$ cat src/rtl/id_ex_stage_pkg.sv
// Shared constants for the ID/EX stage: widths, control-bundle field offsets, ALUOp codes.
package id_ex_stage_pkg;

    localparam int DW = 32;
    localparam int AW = 5;
    localparam int CW = 9;

    // Control bundle layout: {RegWrite, MemRead, MemWrite, MemToReg, ALUSrc, RegDst, ALUOp[2:0]}
    localparam int CTRL_REGWRITE  = 8;
    localparam int CTRL_MEMREAD   = 7;
    localparam int CTRL_MEMWRITE  = 6;
    localparam int CTRL_MEMTOREG  = 5;
    localparam int CTRL_ALUSRC    = 4;
    localparam int CTRL_REGDST    = 3;
    localparam int CTRL_ALUOP_MSB = 2;
    localparam int CTRL_ALUOP_LSB = 0;

    typedef enum logic [2:0] {
        ALUOP_ADD   = 3'd0,
        ALUOP_SUB   = 3'd1,
        ALUOP_RTYPE = 3'd2,
        ALUOP_AND   = 3'd3,
        ALUOP_OR    = 3'd4,
        ALUOP_SLT   = 3'd5,
        ALUOP_LUI   = 3'd6,
        ALUOP_XOR   = 3'd7
    } aluop_e;

endpackage

$ cat src/rtl/id_ex_stage_forward_sel.sv
// Per-source forwarding mux: EX/MEM result beats MEM/WB result beats the captured value.
module forward_sel
    import id_ex_stage_pkg::*;
#(
    parameter int DW = id_ex_stage_pkg::DW,
    parameter int AW = id_ex_stage_pkg::AW
) (
    input  logic [AW-1:0] i_idx,
    input  logic [DW-1:0] i_val,
    input  logic          i_mem_regwrite,
    input  logic [AW-1:0] i_mem_rd,
    input  logic [DW-1:0] i_mem_result,
    input  logic          i_wb_regwrite,
    input  logic [AW-1:0] i_wb_rd,
    input  logic [DW-1:0] i_wb_result,
    output logic [DW-1:0] o_val
);

    logic w_mem_hit;
    logic w_wb_hit;

    // R0 is hardwired; a write "to" it must never leak back into an operand.
    assign w_mem_hit = i_mem_regwrite && (i_mem_rd != '0) && (i_mem_rd == i_idx);
    assign w_wb_hit  = i_wb_regwrite  && (i_wb_rd  != '0) && (i_wb_rd  == i_idx);

    always_comb begin
        o_val = i_val;
        if (w_mem_hit)
            o_val = i_mem_result;
        else if (w_wb_hit)
            o_val = i_wb_result;
    end

endmodule

$ cat src/rtl/id_ex_stage.sv
// ID/EX pipeline register with load-use stall/bubble insertion and EX operand forwarding.
module id_ex_stage
    import id_ex_stage_pkg::*;
#(
    parameter int DW = id_ex_stage_pkg::DW,
    parameter int AW = id_ex_stage_pkg::AW,
    parameter int CW = id_ex_stage_pkg::CW
) (
    input  logic          clk,
    input  logic          rst,
    input  logic          id_valid,
    input  logic [AW-1:0] id_rs,
    input  logic [AW-1:0] id_rt,
    input  logic [AW-1:0] id_rd,
    input  logic [DW-1:0] id_rd1,
    input  logic [DW-1:0] id_rd2,
    input  logic [DW-1:0] id_imm,
    input  logic [CW-1:0] id_ctrl,
    input  logic          flush,
    input  logic          mem_regwrite,
    input  logic [AW-1:0] mem_rd,
    input  logic [DW-1:0] mem_result,
    input  logic          wb_regwrite,
    input  logic [AW-1:0] wb_rd,
    input  logic [DW-1:0] wb_result,
    output logic          stall,
    output logic          ex_valid,
    output logic [CW-1:0] ex_ctrl,
    output logic [DW-1:0] ex_op_a,
    output logic [DW-1:0] ex_op_b,
    output logic [DW-1:0] ex_store_data,
    output logic [AW-1:0] ex_dest
);

    logic          r_valid;
    logic [CW-1:0] r_ctrl;
    logic [AW-1:0] r_rs;
    logic [AW-1:0] r_rt;
    logic [AW-1:0] r_rd;
    logic [DW-1:0] r_rd1;
    logic [DW-1:0] r_rd2;
    logic [DW-1:0] r_imm;

    logic [AW-1:0] w_dest;
    logic          w_id_rt_src;
    logic          w_stall;
    logic [DW-1:0] w_fwd_a;
    logic [DW-1:0] w_fwd_b;

    assign w_dest = r_ctrl[CTRL_REGDST] ? r_rd : r_rt;

    // Immediate-ALU ops ignore rt, but stores read it as data even with ALUSrc set.
    assign w_id_rt_src = !(id_ctrl[CTRL_ALUSRC] && !id_ctrl[CTRL_MEMWRITE]);

    assign w_stall = r_valid && r_ctrl[CTRL_MEMREAD] && (w_dest != '0) && id_valid &&
                     ((w_dest == id_rs) || ((w_dest == id_rt) && w_id_rt_src));

    always_ff @(posedge clk or negedge rst) begin
        if (!rst) begin
            r_valid <= 1'b0;
            r_ctrl  <= '0;
        end else if (flush || w_stall) begin
            r_valid <= 1'b0;
            r_ctrl  <= '0;
        end else begin
            r_valid <= id_valid;
            r_ctrl  <= id_valid ? id_ctrl : '0;
        end
    end

    // Data fields hold through bubbles so the EX datapath stays deterministic.
    always_ff @(posedge clk or negedge rst) begin
        if (!rst) begin
            r_rs  <= '0;
            r_rt  <= '0;
            r_rd  <= '0;
            r_rd1 <= '0;
            r_rd2 <= '0;
            r_imm <= '0;
        end else if (!(flush || w_stall)) begin
            r_rs  <= id_rs;
            r_rt  <= id_rt;
            r_rd  <= id_rd;
            r_rd1 <= id_rd1;
            r_rd2 <= id_rd2;
            r_imm <= id_imm;
        end
    end

    forward_sel #(.DW(DW), .AW(AW)) u_fwd_rs (
        .i_idx          (r_rs),
        .i_val          (r_rd1),
        .i_mem_regwrite (mem_regwrite),
        .i_mem_rd       (mem_rd),
        .i_mem_result   (mem_result),
        .i_wb_regwrite  (wb_regwrite),
        .i_wb_rd        (wb_rd),
        .i_wb_result    (wb_result),
        .o_val          (w_fwd_a)
    );

    forward_sel #(.DW(DW), .AW(AW)) u_fwd_rt (
        .i_idx          (r_rt),
        .i_val          (r_rd2),
        .i_mem_regwrite (mem_regwrite),
        .i_mem_rd       (mem_rd),
        .i_mem_result   (mem_result),
        .i_wb_regwrite  (wb_regwrite),
        .i_wb_rd        (wb_rd),
        .i_wb_result    (wb_result),
        .o_val          (w_fwd_b)
    );

    assign stall         = w_stall;
    assign ex_valid      = r_valid;
    assign ex_ctrl       = r_ctrl;
    assign ex_dest       = w_dest;
    assign ex_op_a       = w_fwd_a;
    assign ex_op_b       = r_ctrl[CTRL_ALUSRC] ? r_imm : w_fwd_b;
    assign ex_store_data = w_fwd_b;

endmodule

$ cat config.mk
export PLATFORM = sky130hd
export DESIGN_NAME = id_ex_stage
export DESIGN_NICKNAME = d
export VERILOG_FILES = /design/src/rtl/id_ex_stage_pkg.sv /design/src/rtl/id_ex_stage_forward_sel.sv /design/src/rtl/id_ex_stage.sv
export SDC_FILE = /design/constraint.sdc
export NUM_CORES = 1
export LEC_CHECK = 0
export BUFFER_PORTS_ARGS = -buffer_cell sky130_fd_sc_hd__clkbuf_2
export CAP_MARGIN = 20
export CORE_ASPECT_RATIO = 2
export CORE_MARGIN = 8
export CORE_UTILIZATION = 49
export CTS_BUF_LIST = sky130_fd_sc_hd__clkbuf_4 sky130_fd_sc_hd__clkbuf_8
export CTS_CLUSTER_DIAMETER = 40
export DETAILED_ROUTE_END_ITERATION = 10
export GPL_TIMING_DRIVEN = 0
export PLACE_DENSITY = 0.88
export SLEW_MARGIN = 25
export SYNTH_ARGS = -nofsm -noshare
export SYNTH_HDL_FRONTEND = slang
export SYNTH_SLANG_ARGS = --single-unit
$ cat constraint.sdc
create_clock -name clk -period 3.3 [get_ports clk]
set_clock_uncertainty 0.1 [all_clocks]
set_input_delay 0.165 -clock clk [delete_from_list [all_inputs] [get_ports clk]]
set_output_delay 0.165 -clock clk [all_outputs]
set_load 0.02 [all_outputs]
==> results of run 1 <==
-- registers in the layout (all words and copies together), names as in the netlist --
| signal | flops |
|---|---|
| r_imm | 32 |
| r_rd1 | 32 |
| r_rd2 | 32 |
| ex_ctrl | 9 |
| r_rd | 5 |
| r_rs | 5 |
| r_rt | 5 |
| ex_valid | 1 |
-- worst max path at each step --
| stage | to | slack [ns] | cells past startpoint |
|---|---|---|---|
| final | ex_op_a[17] | 0.09 | 7 |
| after global routing | ex_op_a[12] | -0.04 | 8 |
| after CTS | ex_op_a[15] | 0.02 | 8 |
| after detailed placement | ex_op_b[1] | 0.15 | 8 |
| after global placement | ex_op_a[0] | -0.34 | 7 |
| after floorplan | r_imm[0] | 0.76 | 9 |
-- final cells by class --
class                      count  area (um^2)  area share
clock buffer                  21          283      0.0266
sequential                   121         3030       0.285
buffer                        32          229      0.0216
multi-input combinational    373         3830       0.361
timing repair buffer         439         2860       0.269
antenna                        2         5.00    0.000471
tap                          192          240      0.0226
inverter                       6         22.5     0.00212
clock inverter                 9          123      0.0115
-- cell families (layout without fill, tap and decap cells) --
group	after synthesis	after routing	synth area share
buf+inv	38	507	0.0355
flops	121	121	0.427
mux	244	244	0.429
xor+xnor	30	30	0.0371
other cells	0	2	0
compound gates	40	40	0.0306
simple gates	59	59	0.0403
-- report_power, final --
| group | internal (mW) | switching [mW] |
|---|---|---|
| registers | 1.63 | 0.113 |
| clock network | 0.801 | 0.610 |
| logic | 0.679 | 0.695 |
| total | 3.11 | 1.42 |
-- synthesized netlist by cell type (all sizes together) --
cell,instances,area [um^2]
buf,23,195
and2,9,56.3
nand3,5,25.0
nand2b,2,12.5
inv,6,22.5
nand2,32,120
or4,2,15.0
xnor2,21,184
nor3,3,15.0
a21oi,4,23.8
clkbuf,9,33.8
o21ai,34,174
nor2,1,3.75
xor2,9,78.8
mux2i,37,370
o32ai,1,8.76
mux2,207,2670
dfrtp,121,3030
nor4,5,37.5
a22o,1,10.0
-- per-layer routing --
layer,share of wire,GRT usage,up-vias
met5,0,0,-
met3,0.060,0.0794,112
met4,0.055,0.202,0
met2,0.54,0.544,348
met1,0.34,0.299,3211
li1,-,-,2822
-- critical path, delay by kind of cell, from the launching register on --
family	cells	cell delay [ns]
buffers and inverters	3	0.97
AOI/OAI and AO/OA	1	0.26
xor gates and xnor gates	1	0.21
DFF	1	0.44
and+or+nand+nor	2	0.62
-- stage by stage --
| step | setup WS [ns] | setup TNS [ns] | util |
|---|---|---|---|
| floorplan | 0.757 | 0 | - |
| global placement | -0.336 | -7.63 | 0.622 |
| detailed placement | 0.148 | 0 | 0.626 |
| CTS | 0.0165 | 0 | 0.743 |
| global route | -0.0364 | -0.0823 | 0.744 |
| finish | 0.0885 | 0 | 0.744 |
-- what timing repair did --
item,in CTS,in global routing
cloned,0,0
setup endpoints to repair,62,53
setup buffers,2,0
endpoints found under the hold margin,178,0
resized for setup,1,3
hold buffers,123,0
pin swaps,1,1
==> impl_results.md, run 1 <==
* Status: completed
* PortBufs at slightly above 300
* Power Density at 426 nW/um^2
* Actual slew at the worst max-slew pin at just under 0.7 ns
* Netlist Area Pre-Place at around 7000 um^2
* #FFs+latches synth at about 120
* CP Launch Type: flop
* Row count at 62
* DP Cell Count at 1,038
* Worst R2R Start: ex_ctrl[3]
* Share of cells above drive strength 1 at 0.550
* Fin crit share at 0.973
* Via density at 5.43
* WHS Endpoint: ex_valid
* Worst Path Max Fanout at 10
* Net count, final at about 1,200
* Hold WC Path Type: input pin to flop
* Syn Area/Cell at 13.3 um^2
* Routed Wire Length at 28,500 um
* Max Cap Viol at 0
* Kind of critical path: flop to primary output
* Starting Density at 0.496
* Max IR drop VDD at between 0.3 and 0.4 mV
* Final setup viols at 0
* Ports at 312
* Number of detailed-route iterations in the first pass at 5
* Die X at between 100 and 150 um
* Worst Path Arrival at between 2 and 3 ns
* ANT nets after route at 0
* Period minus WS final at between 3 and 4 ns
* CP max stage cell: clkbuf_1
* Gr usage total at 0.304
* Crit. End Element: primary output
* Fin Hold WS at between 0.06 and 0.07 ns
* Hold Path Cell Cnt at 3
* Hpwl dp at around 19,000 um
* Critical path cell sequence: xnor2_1 -> nand3_1 -> nor4_4 -> buf_2 -> clkbuf_1 -> o21ai_0 -> clkbuf_2
* DR WL/cell at approximately 24 um
* Worst endpoint required time at ~3 ns
* Reg2Reg Depth at 9
* Post-synth cell types at 28
* Reg clk slew, reported paths at about 0.080 ns
* Post-route cell area at about 11,000 um^2
* CTS Buffer Depth at 2
* TritonCTS clock tree: yes
* Commonest non-fill, non-tap cell in the layout: clkbuf_2
* Die H at 186 um
* Clock Sinks at between 100 and 150
* Via count at between 6,000 and 7,000
* Pwr Total at 4.52 mW
* Hold_sp: flush
* Worst reg2reg endpoint: r_imm[8]
* Slowest stage delay, CP at 0.50 ns
* Fmax at roughly 0.31 GHz
* Sequential fraction of the synthesis area at 0.427
* Die area at between 15,000 and 20,000 um^2
* Root Buffer Master: clkbuf_8
* Max-slew violation count at 0
* GRT Residual Overflow at 0
* Largest net degree at the start of global routing at 66
* Synthesized net count at 732
* First-pass GRT wire length at roughly 43,000 um
* Leak pwr at a little over 5 nW
* Cell area after placement at between 8000 and 9000 um^2
* Gp weighted congestion at a little over 0.9
* Fillers at around 900
* R2R setup slack at around 0.36 ns
* Clock buffer count from CTS at 17
* Synth warn at 0
* Synth-to-layout area growth at 49.9%
* Antenna violations before repair at 1
* Slew HR at 0.537
* Initial DRC count at around 270
* Final Hold Fails at 0
* Worst Setup SP: r_rs[0]
* Clk Latency, worst-skew pair at approximately 0.44 ns
* Commonest cells after routing, fill and taps aside: clkbuf_2, dlygate4sd3_1, dfrtp_1, mux2_4, mux2_2
* Core box area at 14,300 um^2
* Non-filler instance count after layout at ~1,200
* DR DRC count at 0
* Vias in the first global route at about 7,500
* Htree depth at 4
* Cells after Synth at 532
Power figures use the tool's default switching activity.
==> run 2, diff against run 1 <==
--- a/config.mk
+++ b/config.mk
@@ -14,7 +14,7 @@
 export CTS_CLUSTER_DIAMETER = 40
 export DETAILED_ROUTE_END_ITERATION = 10
 export GPL_TIMING_DRIVEN = 0
-export PLACE_DENSITY = 0.88
+export PLACE_DENSITY = 0.82
 export SLEW_MARGIN = 25
 export SYNTH_ARGS = -nofsm -noshare
 export SYNTH_HDL_FRONTEND = slang
==> impl_results.md, run 2 (synthesized netlist as in run 1, its figures left out) <==
* Largest net degree at the start of global routing at 66 (unchanged)
* Vias in the first global route at 7,484 (-0.080%)
* Share of cells above drive strength 1 at 0.556 (+0.00588)
* Leak pwr at 5.14 nW (+0.32%)
* Hold WC Path Type: input pin to flop
* Worst Path Arrival at 2.90 ns (-0.05 ns)
* Clock buffer count from CTS at 17 (unchanged)
* Place WS at 0.187 ns (+0.0392 ns)
* Routed Wire Length at 28,000 um (-1.7%)
* Synth-to-layout area growth at 50.6%
* Gr usage total at 0.297 (-0.00677)
* Final Hold Fails at 0 (unchanged)
* Root Buffer Master: clkbuf_8
* Antenna violations before repair at 1 (unchanged)
* Clock Sinks at 121 (unchanged)
* Slowest stage delay, CP at 0.47 ns (-0.03 ns)
* Period minus WS final at 3.16 ns (-0.0475 ns)
* Max IR drop VDD at 0.331 mV (-9.4%)
* Core box area at 14,300 um^2 (unchanged)
* Net count, final at 1,190 (unchanged)
* R2R setup slack at 0.47 ns (+0.11 ns)
* Area taken by multi-input logic gates at 3840 um^2 (+0.20%)
* Hold Path Cell Cnt at 3 (unchanged)
* Commonest cells after routing, fill and taps aside: clkbuf_2, dlygate4sd3_1, dfrtp_1, mux2_4, mux2_2
* Non-filler instance count after layout at 1,197 (+0.17%)
* GRT Residual Overflow at 0 (unchanged)
* Hold_sp: flush
* Total Negative Setup Slacks at 0 ns (unchanged)
* Worst endpoint required time at 3.03 ns (about the same)
* Via density at 5.37 (-1.3%)
* Fin crit share at 0.959 (-0.0144)
* CP Launch Type: flop
* WHS Endpoint: ex_valid
* DR DRC count at 0 (unchanged)
* Power Density at 433 nW/um^2 (+1.7%)
* Max-slew violation count at 0 (unchanged)
* Cell area after placement at 8940 um^2 (unchanged)
* Via count at 6,422 (-1.1%)
* Starting Density at 0.496 (unchanged)
* Kind of critical path: flop to primary output
* Top Registers: r_imm x32, r_rd1 x32, r_rd2 x32
* Initial DRC count at 244 (-9.0%)
* First-pass GRT wire length at 41,400 um (-2.6%)
* Number of detailed-route iterations in the first pass at 4 (-1)
* Critical path cell sequence: xnor2_1 -> nand3_1 -> nor4_4 -> buf_6 -> buf_6 -> mux2_1 -> mux2_2 -> mux2_2 -> clkbuf_2
* Clk Latency, worst-skew pair at 0.46 ns (+0.02 ns)
* Final setup viols at 0 (unchanged)
* Die area at 18,800 um^2 (unchanged)
* Slew HR at 0.520 (-0.0162)
* Reg2Reg Depth at 9 (unchanged)
* Htree depth at 4 (unchanged)
* Post-route cell area at 10,700 um^2 (+0.41%)
* FF/Latch Area at 3030 um^2 (about the same)
* Worst reg2reg endpoint: r_imm[16]
* Reg clk slew, reported paths at 0.08 ns (about the same)
* DR WL/cell at 23.4 um (-1.9%)
* Worst setup margin at 0.136 ns (+0.0475 ns)
* PortBufs at 311 (unchanged)
* Worst R2R Start: ex_ctrl[3]
* Worst Path Max Fanout at 10 (unchanged)
* Status: completed
* Top delay family on crit path: multiplexers
* Commonest non-fill, non-tap cell in the layout: clkbuf_2
* Fmax at 0.316 GHz (+1.5%)
* Gp weighted congestion at 0.894 (-2.2%)
* DP Cell Count at 1,038 (unchanged)
* Worst Path Buf+Inv at 3 (unchanged)
* CP max stage cell: dfrtp_2
* Die X at 101 um (unchanged)
* Fillers at 898 (-0.44%)
* Max Cap Viol at 0 (unchanged)
* Ports at 312 (unchanged)
* Die H at 186 um (unchanged)
* Actual slew at the worst max-slew pin at 0.719 ns (+0.0243 ns)
* Hpwl dp at 18,900 um (-1.5%)
* CTS Buffer Depth at 2 (unchanged)
* Row count at 62 (unchanged)
* TritonCTS clock tree: yes
* ANT nets after route at 0 (unchanged)
* Setup repair after global routing missed its margin: false
* Crit. End Element: primary output
[run 2: worst reg2reg max path: stages, from the launching register on]
cell	delay, ns
dfrtp_1	0.35
buf_2	0.22
mux2i_1	0.43
xnor2_1	0.19
nor4_1	0.09
a22o_2	0.30
a21oi_2	0.24
buf_6	0.23
buf_6	0.22
mux2_4	0.35
[run 2: cell type report]
class,count,area share
multi-input combinational,373,0.360
clock inverter,12,0.0163
inverter,6,0.00211
timing repair buffer,439,0.268
buffer,32,0.0218
antenna,2,0.000469
clock buffer,20,0.0246
sequential,121,0.284
tap,192,0.0225
[run 2: how the worst max path moves through the flow]
| stage | start | endpoint | slack (ns) | cells after the start |
|---|---|---|---|---|
| after floorplan | ex_ctrl[3] | r_imm[0] | 0.76 | 9 |
| after global placement | r_rs[4] | ex_op_a[23] | -0.45 | 6 |
| after detailed placement | r_rt[3] | ex_op_b[16] | 0.19 | 8 |
| after CTS | r_rt[3] | ex_op_b[16] | 0.03 | 9 |
| after global routing | r_rt[3] | ex_op_b[20] | 0.005 | 9 |
| final | r_rt[3] | ex_op_b[20] | 0.14 | 9 |
[run 2: through the flow]
stage,hold slack [ns],total power [mW],utilization
2_1_floorplan,-0.231,2.48,-
3_3_place_gp,0.272,2.92,0.622
3_5_place_dp,0.0659,2.96,0.626
4_1_cts,0.0108,4.58,0.746
5_1_grt,0.132,4.78,0.747
6_report,0.136,4.62,0.747
[run 2: repair_timing]
| action | CTS | global route |
|---|---|---|
| gates resized for setup | 2 | 10 |
| setup endpoints to repair | 73 | 52 |
| hold endpoints to repair | 186 | 0 |
| setup buffers | 2 | 0 |
| pin swaps | 1 | 2 |
| hold buffers | 123 | 0 |
[run 2: layer usage]
metal,up-vias,global-route usage,part of all wire
li1,2821,-,-
met1,3136,0.282,0.34
met2,353,0.542,0.54
met3,112,0.0809,0.065
met4,0,0.197,0.050
met5,-,0,0
[run 2: where the power goes]
group / internal [mW] / switching [mW] / total [mW]
Combinational: 0.681 / 0.698 / 1.38
Sequential: 1.63 / 0.110 / 1.74
Clock: 0.856 / 0.651 / 1.51
Total: 3.16 / 1.46 / 4.62
==> run 3, diff against run 2 <==
--- a/config.mk
+++ b/config.mk
@@ -9,12 +9,12 @@
 export CAP_MARGIN = 20
 export CORE_ASPECT_RATIO = 2
 export CORE_MARGIN = 8
-export CORE_UTILIZATION = 49
+export CORE_UTILIZATION = 45
 export CTS_BUF_LIST = sky130_fd_sc_hd__clkbuf_4 sky130_fd_sc_hd__clkbuf_8
 export CTS_CLUSTER_DIAMETER = 40
 export DETAILED_ROUTE_END_ITERATION = 10
 export GPL_TIMING_DRIVEN = 0
-export PLACE_DENSITY = 0.82
+export PLACE_DENSITY = 0.8
 export SLEW_MARGIN = 25
 export SYNTH_ARGS = -nofsm -noshare
 export SYNTH_HDL_FRONTEND = slang
==> constraint.sdc (replaced) <==
create_clock -name clk -period 2.6 [get_ports clk]
set_clock_uncertainty 0.1 [all_clocks]
set_input_delay 0.13 -clock clk [delete_from_list [all_inputs] [get_ports clk]]
set_output_delay 0.13 -clock clk [all_outputs]
set_load 0.02 [all_outputs]
==> impl_results.md, run 3 (synthesized netlist as in run 1, its figures left out) <==
* Status: complete, but fails checks
* Failing checks: negative setup slack
* Max-slew violation count at 0 (unchanged)
* First-pass GRT wire length at 44,300 um (+6.9%)
* Reg clk slew, reported paths at 0.08 ns (about the same)
* Ports at 312 (unchanged)
* Max IR drop VDD at 0.551 mV (+67%)
* PortBufs at 311 (unchanged)
* Worst setup margin at -0.514 ns (-0.650 ns)
* Die area at 20,300 um^2 (+7.8%)
* Clk Latency, worst-skew pair at 0.45 ns (about the same)
* GRT Residual Overflow at 0 (unchanged)
* Actual slew at the worst max-slew pin at 0.692 ns (-0.0269 ns)
* Setup repair after global routing missed its margin: true
* Routed Wire Length at 34,000 um (+21%)
* Hold WC Path Type: input pin to asynchronous set/reset pin
* Initial DRC count at 311 (+27%)
* DR DRC count at 0 (unchanged)
* Number of detailed-route iterations in the first pass at 5 (+1)
* Starting Density at 0.454 (-0.0426)
* Power Density at 524 nW/um^2 (+21%)
* Die H at 193 um (+4.0%)
* Worst Path Max Fanout at 10 (unchanged)
* Die X at 105 um (+3.7%)
* ANT nets after route at 0 (unchanged)
* Vias in the first global route at 7,790 (+4.1%)
* Htree depth at 4 (unchanged)
* Fin Hold WS at 0.201 ns (+0.0651 ns)
* Antenna Cells at 0 (-2)
* DR WL/cell at 26.8 um (+15%)
* Worst Path Arrival at 2.88 ns (-0.02 ns)
* Worst Setup SP: r_rt[4]
* R2R setup slack at -0.08 ns (-0.55 ns)
* Hpwl dp at 19,100 um (+1.2%)
* Row count at 65 (+4.8%)
* Worst endpoint required time at 2.37 ns (-0.66 ns)
* CP Launch Type: flop
* DP Cell Count at 1,047 (+0.87%)
* Final Hold Fails at 0 (unchanged)
* Non-filler instance count after layout at 1,268 (+5.9%)
* Commonest non-fill, non-tap cell in the layout: clkbuf_2
* Crit path capture: ex_op_b[12]
* CTS Buffer Depth at 2 (unchanged)
* Antenna violations before repair at 0 (-1)
* Share of cells above drive strength 1 at 0.641 (+0.0847)
* Fin crit share at 1.20
* Net count, final at 1,254 (+5.4%)
* Max Cap Viol at 0 (unchanged)
* Finished Core Util at 0.801 (+0.0539)
* Gp weighted congestion at 0.967 (+8.2%)
* Fmax at between 0.3 and 0.4 GHz
* Core box area at 15,600 um^2 (+9.4%)
* Largest net degree at the start of global routing at 74 (+12%)
* Kind of critical path: flop to primary output
* Worst R2R Start: ex_ctrl[3]
* Period minus WS final at approximately 3.1 ns
* Via count at 7,084 (+10%)
* Top Registers: r_imm x32, r_rd1 x32, r_rd2 x32
* Gr usage total at 0.281 (-0.0164)
* TritonCTS clock tree: yes
* Reg2Reg Depth at 10 (+1)
* Leak pwr at 5.97 nW (+16%)
* Synth-to-layout area growth at 76.6%
* Via density at 5.59 (+4.1%)
* Clock Sinks at 121 (unchanged)
* Root Buffer Master: clkbuf_8
* Final setup viols at 174 (+174)
* Total Negative Setup Slacks at -26.08 ns (-26.08 ns)
* Worst reg2reg endpoint: r_rd1[6]
* Post-route cell area at 12,500 um^2 (+17%)
* Commonest cells after routing, fill and taps aside: clkbuf_2, dlygate4sd3_1, dfrtp_1, mux2_4, mux2_2
* Cell area after placement at 8960 um^2 (+0.20%)
* Crit. End Element: primary output
* Slew HR at 0.538 (+0.0180)
* Clock buffer count from CTS at 17 (unchanged)
-- run 3: changes by cell type in the layout (fill, tap and decap cells not counted), moves of 14 or more --
cell,previous run,this run
o21ai_0,32,1
clkbuf_2,313,239
o21ai_1,1,20
buf_6,14,35
buf_4,2,61
mux2_4,90,108
mux2_2,86,72
mux2i_1,37,21
clkbuf_16,0,16
buf_12,0,19
-- run 3: layout make-up --
type	instances	area, um^2
Clock inverter	13	225
Buffer	29	432
Inverter	6	22.5
Clock buffer	19	249
Tap cell	201	251
Fill cell	824	3110
Multi-Input combinational cell	373	4280
Timing Repair Buffer	506	4020
Sequential cell	121	3030
-- run 3: worst max-delay path, stage by stage (launching register included) --
cell     delay, ns
dfrtp_1       0.44
buf_4         0.16
xor2_1        0.19
nor4_2        0.39
nand3_2       0.10
buf_4         0.20
buf_6         0.17
mux2_4        0.33
mux2_2        0.28
buf_2         0.17
-- run 3: how the worst min path moves through the flow --
| stage | startpoint | end | slack, ns | cells after the start |
|---|---|---|---|---|
| 6_report | rst | r_rd2[14] | 0.20 | 2 |
| 3_3_place_gp | id_ctrl[3] | ex_ctrl[3] | 0.24 | 2 |
| 2_1_floorplan | rst | ex_ctrl[0] | -0.27 | 0 |
| 4_1_cts | flush | ex_valid | 0.01 | 3 |
| 3_5_place_dp | rst | r_rd2[15] | 0.09 | 1 |
| 5_1_grt | rst | r_imm[14] | 0.23 | 2 |
-- run 3: per-layer routing --
| metal | vias to the layer above | global-route usage | share of wire |
|---|---|---|---|
| met2 | 506 | 0.489 | 0.51 |
| met5 | - | 0 | 0 |
| li1 | 2959 | - | - |
| met1 | 3510 | 0.293 | 0.36 |
| met4 | 0 | 0.158 | 0.054 |
| met3 | 109 | 0.0842 | 0.081 |
-- run 3: repair_timing --
item,in CTS,in global routing
buffers inserted,18,34
setup endpoints to repair,207,216
cloned,1,17
pin swaps,9,21
hold endpoints to repair,193,1
hold buffers,123,1
resized for setup,102,276
-- run 3: through the flow --
| step | setup WS [ns] | total power, mW |
|---|---|---|
| after detailed placement | -0.272 | 3.77 |
| after CTS | -0.517 | 6.13 |
| final | -0.514 | 6.55 |
| after floorplan | 0.0570 | 3.15 |
| after global placement | -1.04 | 3.72 |
| after global routing | -0.587 | 6.75 |
-- run 3: power by group --
| group | switching [mW] | internal (mW) | leakage [nW] | total (mW) |
|---|---|---|---|---|
| logic | 1.04 | 1.17 | 4.31 | 2.21 |
| registers | 0.162 | 2.06 | 1.43 | 2.22 |
| clock network | 0.860 | 1.25 | 0.229 | 2.11 |
